File: src/rtl/avalon_bus_master.sv
// avalon_bus_master
//   Bridges single core load/store/fetch requests onto an Avalon-MM master
//   port. It produces one response per accepted request.
//
//   Ports:
//     clk, reset       clock; asynchronous active-low reset
//     req_*            core request: valid/ready, write, addr, size, signed, wdata
//     rsp_*            one-cycle response: valid, rdata (extended), err
//     address, read, write, waitrequest, writedata, byteenable, readdata
//                      Avalon-MM master bus
//     dbg_state        current FSM state (IDLE=0, BUS=1, RESP=2)
//
//   Handshake: a request transfers on a rising edge where req_valid and
//   req_ready are both 1. req_ready is 1 only in IDLE. The req_* fields are
//   sampled only on that edge. rsp_valid is a one-cycle pulse that is not
//   back-pressured. rsp_err qualifies it. A bus transfer completes on an edge
//   where read or write is 1 and waitrequest is 0. All bus outputs stay
//   constant until that edge.
module avalon_bus_master #(
  parameter int STALL_LIMIT = 255
) (
  input  logic        clk,
  input  logic        reset,
  input  logic        req_valid,
  output logic        req_ready,
  input  logic        req_write,
  input  logic [31:0] req_addr,
  input  logic [1:0]  req_size,
  input  logic        req_signed,
  input  logic [31:0] req_wdata,
  output logic        rsp_valid,
  output logic [31:0] rsp_rdata,
  output logic        rsp_err,
  output logic [31:0] address,
  output logic        read,
  output logic        write,
  input  logic        waitrequest,
  output logic [31:0] writedata,
  output logic [3:0]  byteenable,
  input  logic [31:0] readdata,
  output logic [1:0]  dbg_state
);

  localparam int CW = (STALL_LIMIT < 1) ? 1 : $clog2(STALL_LIMIT + 1);
  localparam logic [CW-1:0] LIMIT = CW'(STALL_LIMIT);

  localparam logic [1:0] S_IDLE = 2'd0;
  localparam logic [1:0] S_BUS  = 2'd1;
  localparam logic [1:0] S_RESP = 2'd2;

  logic [1:0]    state;
  logic [CW-1:0] stall_cnt;
  logic          lat_write;
  logic [1:0]    lat_size;
  logic [1:0]    lat_lo;
  logic          lat_signed;

  // Decode the incoming request: legality, lane enables and lane-shifted data.
  logic        req_bad;
  logic [3:0]  req_be;
  logic [31:0] req_wlane;

  always_comb begin
    req_bad   = 1'b0;
    req_be    = 4'b0000;
    req_wlane = 32'h0;
    case (req_size)
      2'd0: begin
        req_be    = 4'b0001 << req_addr[1:0];
        req_wlane = {24'h0, req_wdata[7:0]} << {req_addr[1:0], 3'b000};
      end
      2'd1: begin
        req_bad   = req_addr[0];
        req_be    = req_addr[1] ? 4'b1100 : 4'b0011;
        req_wlane = {16'h0, req_wdata[15:0]} << {req_addr[1], 4'b0000};
      end
      2'd2: begin
        req_bad   = |req_addr[1:0];
        req_be    = 4'b1111;
        req_wlane = req_wdata;
      end
      default: req_bad = 1'b1;
    endcase
  end

  // Move the addressed lane down to bit 0 and extend it to 32 bits.
  logic [31:0] rd_shift;
  logic [31:0] rd_ext;

  always_comb begin
    rd_shift = readdata >> {lat_lo, 3'b000};
    case (lat_size)
      2'd0:    rd_ext = lat_signed ? {{24{rd_shift[7]}}, rd_shift[7:0]}
                                   : {24'h0, rd_shift[7:0]};
      2'd1:    rd_ext = lat_signed ? {{16{rd_shift[15]}}, rd_shift[15:0]}
                                   : {16'h0, rd_shift[15:0]};
      default: rd_ext = readdata;
    endcase
  end

  assign req_ready = (state == S_IDLE);
  assign rsp_valid = (state == S_RESP);
  assign dbg_state = state;

  always_ff @(posedge clk or negedge reset) begin
    if (!reset) begin
      state      <= S_IDLE;
      stall_cnt  <= '0;
      lat_write  <= 1'b0;
      lat_size   <= 2'd0;
      lat_lo     <= 2'd0;
      lat_signed <= 1'b0;
      rsp_rdata  <= 32'h0;
      rsp_err    <= 1'b0;
      address    <= 32'h0;
      read       <= 1'b0;
      write      <= 1'b0;
      writedata  <= 32'h0;
      byteenable <= 4'b0000;
    end else begin
      case (state)
        S_IDLE: begin
          if (req_valid) begin
            lat_write  <= req_write;
            lat_size   <= req_size;
            lat_lo     <= req_addr[1:0];
            lat_signed <= req_signed;
            if (req_bad) begin
              // Illegal or misaligned request: answer at once and skip the bus.
              state     <= S_RESP;
              rsp_err   <= 1'b1;
              rsp_rdata <= 32'h0;
            end else begin
              state      <= S_BUS;
              address    <= {req_addr[31:2], 2'b00};
              read       <= ~req_write;
              write      <= req_write;
              byteenable <= req_be;
              writedata  <= req_write ? req_wlane : 32'h0;
              stall_cnt  <= '0;
            end
          end
        end
        S_BUS: begin
          if (!waitrequest) begin
            read      <= 1'b0;
            write     <= 1'b0;
            rsp_err   <= 1'b0;
            rsp_rdata <= lat_write ? 32'h0 : rd_ext;
            state     <= S_RESP;
          end else if (stall_cnt == LIMIT) begin
            // The strobe has been high for STALL_LIMIT+1 cycles, so give up.
            read      <= 1'b0;
            write     <= 1'b0;
            rsp_err   <= 1'b1;
            rsp_rdata <= 32'h0;
            state     <= S_RESP;
          end else begin
            stall_cnt <= stall_cnt + CW'(1);
          end
        end
        S_RESP: begin
          rsp_err   <= 1'b0;
          rsp_rdata <= 32'h0;
          state     <= S_IDLE;
        end
        default: state <= S_IDLE;
      endcase
    end
  end

endmodule

File: config.mk
export PLATFORM = sky130hd
export DESIGN_NAME = avalon_bus_master
export DESIGN_NICKNAME = d
export VERILOG_FILES = /design/src/rtl/avalon_bus_master.sv
export SDC_FILE = /design/constraint.sdc
export NUM_CORES = 1
export LEC_CHECK = 0
export ABC_AREA = 1
export CAP_MARGIN = 25
export CELL_PAD_IN_SITES_DETAIL_PLACEMENT = 1
export CELL_PAD_IN_SITES_GLOBAL_PLACEMENT = 1
export CORE_ASPECT_RATIO = 1.2
export CORE_UTILIZATION = 34
export CTS_BUF_LIST = sky130_fd_sc_hd__clkbuf_8 sky130_fd_sc_hd__clkbuf_16
export DETAILED_ROUTE_END_ITERATION = 7
export PLACE_DENSITY_LB_ADDON = 0.1
export SLEW_MARGIN = 10
export SYNTH_ARGS = -nofsm -noshare
export SYNTH_HDL_FRONTEND = slang
export SYNTH_SLANG_ARGS = --single-unit
File: constraint.sdc
create_clock -name clk -period 2.74 [get_ports clk]
set_input_delay 0.411 -clock clk [delete_from_list [all_inputs] [get_ports clk]]
set_output_delay 0.411 -clock clk [all_outputs]
set_load 0.005 [all_outputs]
Word-level counts from Yosys, hierarchy flattened --
Index checks and enable logic that the tools add are counted.
Operators by class: $add $sub $neg 1, equality and inequality tests 12, shift operators 4, mux-type cells 37, bitwise logic cells 2, reductions and logical operators 12
Operators by type and width (number):
- 32-bit 2-to-1 mux | 8
- 32-bit one-hot mux with 3 select lines | 2
- 32-bit one-hot mux with 2 select lines | 1
- 8-bit 2-to-1 mux | 4
- 16-bit by 5-bit << shifter with 32-bit output | 1
- 8-bit by 5-bit << shifter with 32-bit output | 1
- 32-bit by 5-bit right shift with 16-bit output | 1
- 8-bit one-hot mux with 2 select lines | 1
- 4-bit one-hot mux with 3 select lines | 1
- 1-bit 2-to-1 mux | 10
- 8-bit by 1-bit adder with 8-bit output, second input constant | 1
- 8-bit equality test, second input constant | 1
- 2-bit 2-to-1 mux | 4
- 2-bit != test, second input constant | 4
- 4-bit AND reduction | 2
- 2-bit by 1-bit equality test with 1-bit output, second input constant | 3
- 2-bit logical NOT | 3
- 1-bit one-hot mux with 3 select lines | 2
- 5-bit AND reduction | 1
- 2-bit equality test, second input constant | 2
- 4-bit 2-to-1 mux | 1
- 1-bit one-hot mux with 2 select lines | 2
- 2-bit one-hot mux with 2 select lines | 1
- 2-bit AND reduction | 2
- other kinds (8) | 9
Storage, ports and cells: flip-flop bits (word level) 117, bits of input ports 104, output and inout bits 107, logic and storage cells 81

Depth between registers and ports, before layout --
Gate-level depths: netlist (run 1).
depth in word-level cells 6, depth in mapped cells 9, depth with buffers taken out 8

Worst setup path before layout (run 1) --
No wires, ideal clock.
kind register -> register, from register stall_cnt[0], to register rsp_rdata[0], setup time 117 ps, arrival 1313 ps, required time 2623 ps, path slack 1310 ps, cell stages (with the launch flop) 10, buffers on the path 1, clock period less this slack 1430 ps, path through dfrtp_1 -> ha_1 -> nand2_1 -> nor2_1 -> nand3_2 -> nand2_4 -> nand3_4 -> buf_6 -> nand2_1 -> nand2_1
On the way: word-level cells in the longest chain between the ends 3
Ends and longest elaborated chain:
- from (decl) | RTL line 52 | logic [CW-1:0] stall_cnt;
- from (signal assigned) | RTL line 159 | stall_cnt <= stall_cnt + CW'(1);
- 8-bit equality test | RTL line 151 | end else if (stall_cnt == LIMIT) begin
- 3-bit != test (no line)
- 4-bit AND reduction (no line)
- to (signal assigned) | RTL line 149 | rsp_rdata <= lat_write ? 32'h0 : rd_ext;
- to (decl) | RTL line 32 | output logic [31:0] rsp_rdata,
No other way between the ends. A chain may end at the register's enable or synchronous reset.

Worst setup path in the final report (run 1) --
from register state[1], in the netlist dbg_state[1], to output req_ready
On the way: word-level cells in the longest chain between the ends 1
Ends and longest elaborated chain:
- from (decl) | RTL line 51 | logic [1:0] state;
- from (signal assigned) | RTL line 107 | state <= S_IDLE;
- from (signal assigned) | RTL line 130 | state <= S_RESP;
- from (signal assigned) | RTL line 134 | state <= S_BUS;
- 2-bit logical NOT | RTL line 101 | assign req_ready = (state == S_IDLE);
- to (decl) | RTL line 25 | output logic req_ready,
No other way between the ends.

==> results.txt, run 1 <==
The run finished with clean final reports. The overall global routing resource usage came out at 23.1%. Walking the worst path, the cells encountered are nor2_1 > clkdlybuf4s50_1.

The worst voltage drop across the vdd grid is 0.478 mV. The Yosys warning count is 0. The setup fix buffers added after clock tree synthesis came out at 0. The maximum fanout along the worst path is 6. The minimum setup slack after placement is 0.427 ns. The average size of a mapped cell is 7.53 um2. The pin count of the biggest net entering global routing is 67. The final net count came out at 1094. The slew at the pin closest to its max-slew limit came out at 0.537 ns. The critical path is of the reg2out type. In this run, the clock network consumes 27.3% of the power. The final weighted congestion in routability-driven placement came out at 0.832. The top-level I/O count came out at 211.

The multi-input gate area in the final layout is 2560 um2. STA classifies the critical path endpoint as an output port. The number of buffers added by the clock tree synthesis step is 17. Summing all placed instances gives a cell area of 8120 um2. The starting density of the core came out at 34.9%.

For this run, the top clock speed supported by timing is 0.460 GHz. The detailed-route via count is 5815. The final core area utilization is 51.5%.

The post-route netlist has 7.39% of its cells at a drive strength greater than 1. The area growth from synthesis to layout came out at 47.6%. The number of pins with negative max-slew slack in the final report came out at 0. Counting the fill cells in the layout gives 2097. The number of maximum-capacitance constraint violations came out at 0.

The power after layout came out at 0.00805 W. The core area is 16900 um2. The number of detailed-route iterations in the first pass came out at 4. The share of total power in sequential cells came out at 33.1%. The width of the chip came out at 122 um.

The leakage power total is 4.33 nW. The clock latency on the worst-skew pair came out at 0.42 ns. The combinational cell fraction of total power came out at 39.5%. The maximum root-to-sink buffer count is 2. TritonCTS built the clock tree. The sequential element share of the synthesized area is 49.6%. The first global-routing pass estimated 32000 um of wire. Wires add up to 19700 um. The total congestion overflow came out at 0.

The required time of the critical path is 2.33 ns. Cell internal power was estimated by the tool at 0.00518 W. The row count is 52. The initial antenna violation count came out at 0. The fraction of power spent switching nets is 35.7%.

In the routed layout, each cell is associated on average with a via count of 4.77. The net switching component of the power came out at 0.00287 W. The initial DRC count came out at 320.

The final number of hold-violating endpoints came to 0. The fraction of the cycle the final worst path needs is 79.3%. The worst clock skew on the final layout is 0.00774 ns. After detailed routing, the number of remaining DRC violations is 0. The total power per unit cell area came out at 923 nW/um2. The worst setup slack after layout is 0.566 ns.

The maximum cell stage delay along the critical path came out at 0.57 ns. The quantity of gates resized following cts came out at 0. The number of clock sinks came out at 117. The arrival time of the worst setup path is 1.76 ns. The master of the slowest instance on the critical path is clkdlybuf4s50_1.

The synthesis-stage register bit count is 117. In this run the worst hold path is classified as reg2reg. The type of element launching the critical path is a flop. The worst path needs 2.17 ns of the cycle, external delays included. The count of input and output buffers is 208. Buffers inserted to repair hold after CTS numbered 1. The sum of negative setup slack came out at 0 ns. The cell area that synthesis handed to floorplanning was 5900 um2. The clock transition time at the flip-flop clock pins of the worst setup and hold paths came out at 0.06 ns. The estimated wirelength of the detail-placed design is 14300 um. The final design instance area without fill came out at 8710 um2. The remaining antenna violation count is 0.

The number of global-route vias before repair came to 6124. Headroom to the max-slew limit came out at 64.2%. Setup violations remaining at the end of the flow were counted as 0. The H-tree generated during clock tree synthesis spans 4 levels. The number of library cell types mapped by synthesis is 33. The y dimension of the die is 146 um. The wire length per cell after detailed routing is 16.2 um. The number of instances in the synthesized netlist came out at 784. Setup repair after global routing left no endpoint under its margin. The number of inserted diodes is 0. The die covers 17900 um2. The cell at the root of the clock tree is clkbuf_16. The area of all sequential standard cells is 2930 um2.
==> per-stage QoR <==
stage | cells | hold slack [ns]
after detailed placement | 1185 | 0.434
after global routing | 1218 | 0.488
after global placement | 1185 | 0.429
after CTS | 1218 | 0.478
after floorplan | 785 | 0.115
final | 1218 | 0.471
==> synthesized netlist by cell type, drive strengths merged <==
cell	n	area [um2]
a21oi	21	113
a22oi	8	60.1
and3	1	6.26
buf	25	193
clkbuf	6	22.5
clkinv	1	8.76
conb	1	3.75
dfrtp	117	2930
ha	1	12.5
inv	52	195
nand2	387	1480
nand3	44	253
nand4	2	12.5
nor2	50	244
nor3	2	10.0
o2111ai	4	35.0
o211ai	1	7.51
o21ai	52	260
or2	6	37.5
xnor2	2	17.5
xor2	1	8.76
==> flip-flops by register name (all words and copies together) (netlist names) <==
register and count:
address 30, byteenable 4, dbg_state 2, lat_lo 2, lat_signed 1, lat_size 2, lat_write 1, read 1
rsp_err 1, rsp_rdata 32, stall_cnt 8, write 1, writedata 32
==> kinds of logic after synthesis <==
kind of cell               synth area share, %
adders and majority gates                0.212
xor gates and xnor gates                 0.445
other                                   0.0635
AOI/OAI and AO/OA                         8.05
DFF                                       49.6
buffers and inverters                     7.10
and+or+nand+nor                           34.5
==> cells in the final DEF, fill, tap and decap left out, types with 3 or more instances in the layout <==
cell             netlist  routed
a22oi_1                8       8
nor2_1                41      41
nor2_2                 4       4
inv_2                  6       6
or2_2                  6       6
clkinv_2               0       3
a21oi_1               19      19
nand3_2                4       4
nand2_2                3       3
o21ai_0               51      51
clkbuf_16              0      17
buf_4                 12       6
clkdlybuf4s50_1        0     207
inv_1                 46      46
nor2_4                 4       4
dfrtp_1              117     117
clkinvlp_4             0       4
o2111ai_1              4       4
nand3_1               39      39
nand2_1              382     382
clkinv_4               1       5
==> power by group through the flow <==
| stage | combinational [W] | sequential [W] | clock (W) |
|---|---|---|---|
| detailed placement | 0.00321 | 0.00268 | 0 |
| global placement | 0.00318 | 0.00267 | 0 |
| CTS | 0.00325 | 0.00267 | 0.00225 |
| finish | 0.00318 | 0.00267 | 0.00220 |
| global route | 0.00353 | 0.00274 | 0.00233 |
| floorplan | 0.00155 | 0.00266 | 0 |
==> per-layer routing <==
| metal | global-route usage, % | vias to the layer above | wire length (um) |
|---|---|---|---|
| met1 | 27.9 | 2789 | 8130 |
| met3 | 7.54 | 15 | 1320 |
| met4 | 6.65 | 0 | 244 |
| met2 | 38.8 | 147 | 10100 |
| met5 | 0 | - | 0 |
| li1 | - | 2864 | - |
==> critical path: cells and delay by family (launching register included) <==
family | cells | cell delay, ns
AND/OR/NAND/NOR | 1 | 0.32
flip-flops | 1 | 0.45
buffers and inverters | 1 | 0.57
==> area by class of cell <==
cell class / count / share of cell area, %
sequential: 117 / 33.6
multi-input combinational: 584 / 29.4
timing repair buffer: 216 / 24.9
clock buffer: 17 / 4.88
tap: 216 / 3.10
inverter: 53 / 2.34
clock inverter: 15 / 1.81
==> final timing paths <==
path,cells after the start,startpoint,endpoint,slack [ns]
setup reg to reg,8,lat_lo[1]$_DFFE_PN0P_,rsp_rdata[17]$_DFFE_PN0P_,0.74
hold reg to reg,2,write$_DFFE_PN0P_,write$_DFFE_PN0P_,0.47
setup / recovery,2,dbg_state[1]$_DFFE_PN0P_,req_ready,0.57
max in group asynchronous,3,reset,address[23]$_DFFE_PN0P_,1.39
hold / removal,2,write$_DFFE_PN0P_,write$_DFFE_PN0P_,0.47
min in group asynchronous,2,reset,stall_cnt[0]$_DFFE_PN0P_,0.54
Note: power is estimated with default switching activity, not from simulation.
==> run 2: changes to the inputs <==
- CORE_UTILIZATION: 34 -> 29
- clock period: 2.74 -> 1.94 ns (I/O delays scaled with it)
==> run 2 against run 1 <==
  * Count of clock-buffer cells in the layout is 1 higher
  * Sequential share of layout area is 1.5 points lower
  * Cell area up 4.8%
  * Sequential power rose by 41%
  * Routed wire length up 3.7%
  * Clock skew increased by 0.00071 ns
  * Critical path depth unchanged
  * Highest routed layer unchanged
  * Via count rose by 1.3%
  * Combinational power grew 51%
==> results.txt, run 2 (same netlist as run 1, synthesis figures left out) <==
The share of total power in sequential cells came out at 31.7%. The initialized floorplan defines 56 standard-cell rows. The combinational cell fraction of total power is 40.5%. The core area is 19800 um2. For this run, the detailed router's first-pass iteration total came to 4. The overall routed net length is 20500 um. Clock latency on the worst-skew pair, taken at its later pin, is 0.41 ns. The remaining antenna violation count came out at 0. The routed design could run at a clock period as short as 1.85 ns. The leakage power total came out at 4.52 nW. The normalized max-slew margin is 64.5%. The width of the chip came out at 132 um. The net switching component of the power came out at 0.00413 W. The tree is rooted in a clkbuf_16.

The largest registers in the layout are rsp_rdata x32, writedata x32, address x30. The detailed-route vias per instance is 4.55. The repair_antennas step left the layout with diodes totalling 0. Entering global routing, the biggest net connects 36 pins. The number of clock sinks is 117. The worst setup path is captured at an output port. The arrival time of the worst setup path is 1.56 ns. The flow ran to the end, and the final reports show no timing, DRC or antenna violations. The clock transition time at the flip-flop clock pins of the worst setup and hold paths is 0.06 ns. Along the worst path, the maximum fanout reaches 6.

The minimum setup slack after placement came out at -0.0373 ns. Compared with the post-synthesis result, the final layout area differs by 54.7%. The slew at the pin closest to its max-slew limit is 0.533 ns. The maximum root-to-sink buffer count is 2. The congestion estimate from routability-driven global placement came to 0.821. The final route contains 5889 vias. The area of the die is 20900 um2. Traced cell by cell, the critical path runs through nor2_4 > clkdlybuf4s50_1. The flop-to-flop setup slack came out at 0.20 ns. Power spread over the standard cell area amounts to 1300 nW/um2.

The fraction of the cycle the final worst path needs came out at 95.2%. The worst hold path class is in2async. Hold is met by 0.410 ns. Leaving out fill and tap cells, the most frequent cell in the layout is nand2_1. The top cell types in the final layout, fill and taps aside, are nand2_1, clkdlybuf4s50_1, dfrtp_1. The count of input and output buffers came out at 208. The overall global routing resource usage is 20.6%.

The estimated wirelength of the detail-placed design is 15400 um. The worst setup slack after layout is 0.0940 ns. The sum of negative setup slack came out at 0 ns. Pin placement for this block handled 211 I/O pins. The number of pins with negative max-slew slack in the final report came to 0.

The final number of hold-violating endpoints came to 0. The initial DRC count is 231. The number of global-route vias before repair is 6253.

The starting density of the core is 29.9%. On the worst path, the slowest cell contributes a delay of 0.52 ns. TritonCTS built the clock tree. Counting the buffers created by CTS gives 17. Setup repair after global routing left no endpoint under its margin. The fraction of power spent switching nets came out at 34.8%. The final layout contains 1124 nets. The worst clock skew on the final layout came out at 0.00844 ns.

The achievable clock frequency is 0.542 GHz. Setup violations remaining at the end of the flow were counted as 0. Data on the critical path is required at its endpoint by 1.65 ns. The type of element launching the critical path is a flop. The clock network is responsible for 27.8% of the overall power. The y dimension of the die came out at 158 um. The DRC violations left came out at 0. The master of the slowest instance on the critical path is clkdlybuf4s50_1.

The wire length of the first global-routing pass came out at 33600 um. The total congestion overflow came out at 0. The initial antenna violation count was 0. The number of maximum-capacitance constraint violations came out at 0. Overall power consumption after layout is estimated at 0.0119 W. The H-tree was split into 4 levels. The wire length per cell after detailed routing came out at 15.8 um. Cell internal power was estimated by the tool at 0.00774 W. The critical path is of the reg2out type. The proportion of layout cells with a drive suffix above 1 is 10.5%.

The worst voltage drop across the vdd grid is 0.594 mV.
==> run 2: area by class of cell <==
class,count,area (um2)
Tap cell,261,327
Sequential cell,117,2930
Clock inverter,14,178
Fill cell,2448,10600
Multi-Input combinational cell,584,2570
Inverter,53,204
Timing Repair Buffer,246,2480
Clock buffer,18,439
==> run 2: power groups by stage <==
stage                     Combinational [W]  Clock [W]  Sequential (W)
after floorplan                     0.00220          0         0.00376
after global placement              0.00479          0         0.00377
after detailed placement            0.00484          0         0.00379
after CTS                           0.00488    0.00339         0.00378
after global routing                0.00538    0.00349         0.00388
final                               0.00481    0.00329         0.00377
==> run 2: metrics by stage <==
stage               cells  instance area (um2)  utilization (%)
global route         1293                 9130             46.2
detailed placement   1257                 8470             42.8
finish               1293                 9130             46.2
floorplan             785                 5910                -
global placement     1257                 8470             42.8
CTS                  1290                 9100             46.1
==> run 2: worst paths after layout <==
| path | startpoint | to | cells after the start |
|---|---|---|---|
| worst max-delay path | dbg_state[0]$_DFFE_PN0P_ | req_ready | 2 |
| worst min-delay path | reset | stall_cnt[6]$_DFFE_PN0P_ | 2 |
| worst max register to register | dbg_state[1]$_DFFE_PN0P_ | rsp_rdata[4]$_DFFE_PN0P_ | 8 |
| worst min register to register | rsp_rdata[14]$_DFFE_PN0P_ | rsp_rdata[14]$_DFFE_PN0P_ | 2 |
| max in group asynchronous | reset | writedata[25]$_DFFE_PN0P_ | 3 |
| min in group clk | req_addr[2] | address[2]$_DFFE_PN0P_ | 3 |
==> run 2: repair_timing <==
action,CTS,global route
cloned,0,0
setup buffers,0,3
setup endpoints to repair,2,4
gates resized for setup,4,2
hold buffers,1,0
pin swaps,0,0
hold endpoints to repair,32,0
==> run 2: worst max-delay path, delay by kind of cell (launching register included) <==
family | cells | cell delay, ns
buffers and inverters | 1 | 0.52
flip-flops | 1 | 0.48
AND/OR/NAND/NOR | 1 | 0.15
==> run 2: routing by layer <==
layer | share of wire (%) | vias to the layer above | GRT usage [%]
met5 | 0 | - | 0
met4 | 1.7 | 0 | 6.73
met3 | 6.5 | 21 | 6.46
met2 | 50 | 155 | 35.7
met1 | 42 | 2799 | 24.3
li1 | - | 2914 | -
==> run 3: changes to the inputs <==
- CTS_CLUSTER_DIAMETER: default -> 200
==> results of run 3 <==
Final layout, timing and power as in run 2 (identical DEF).
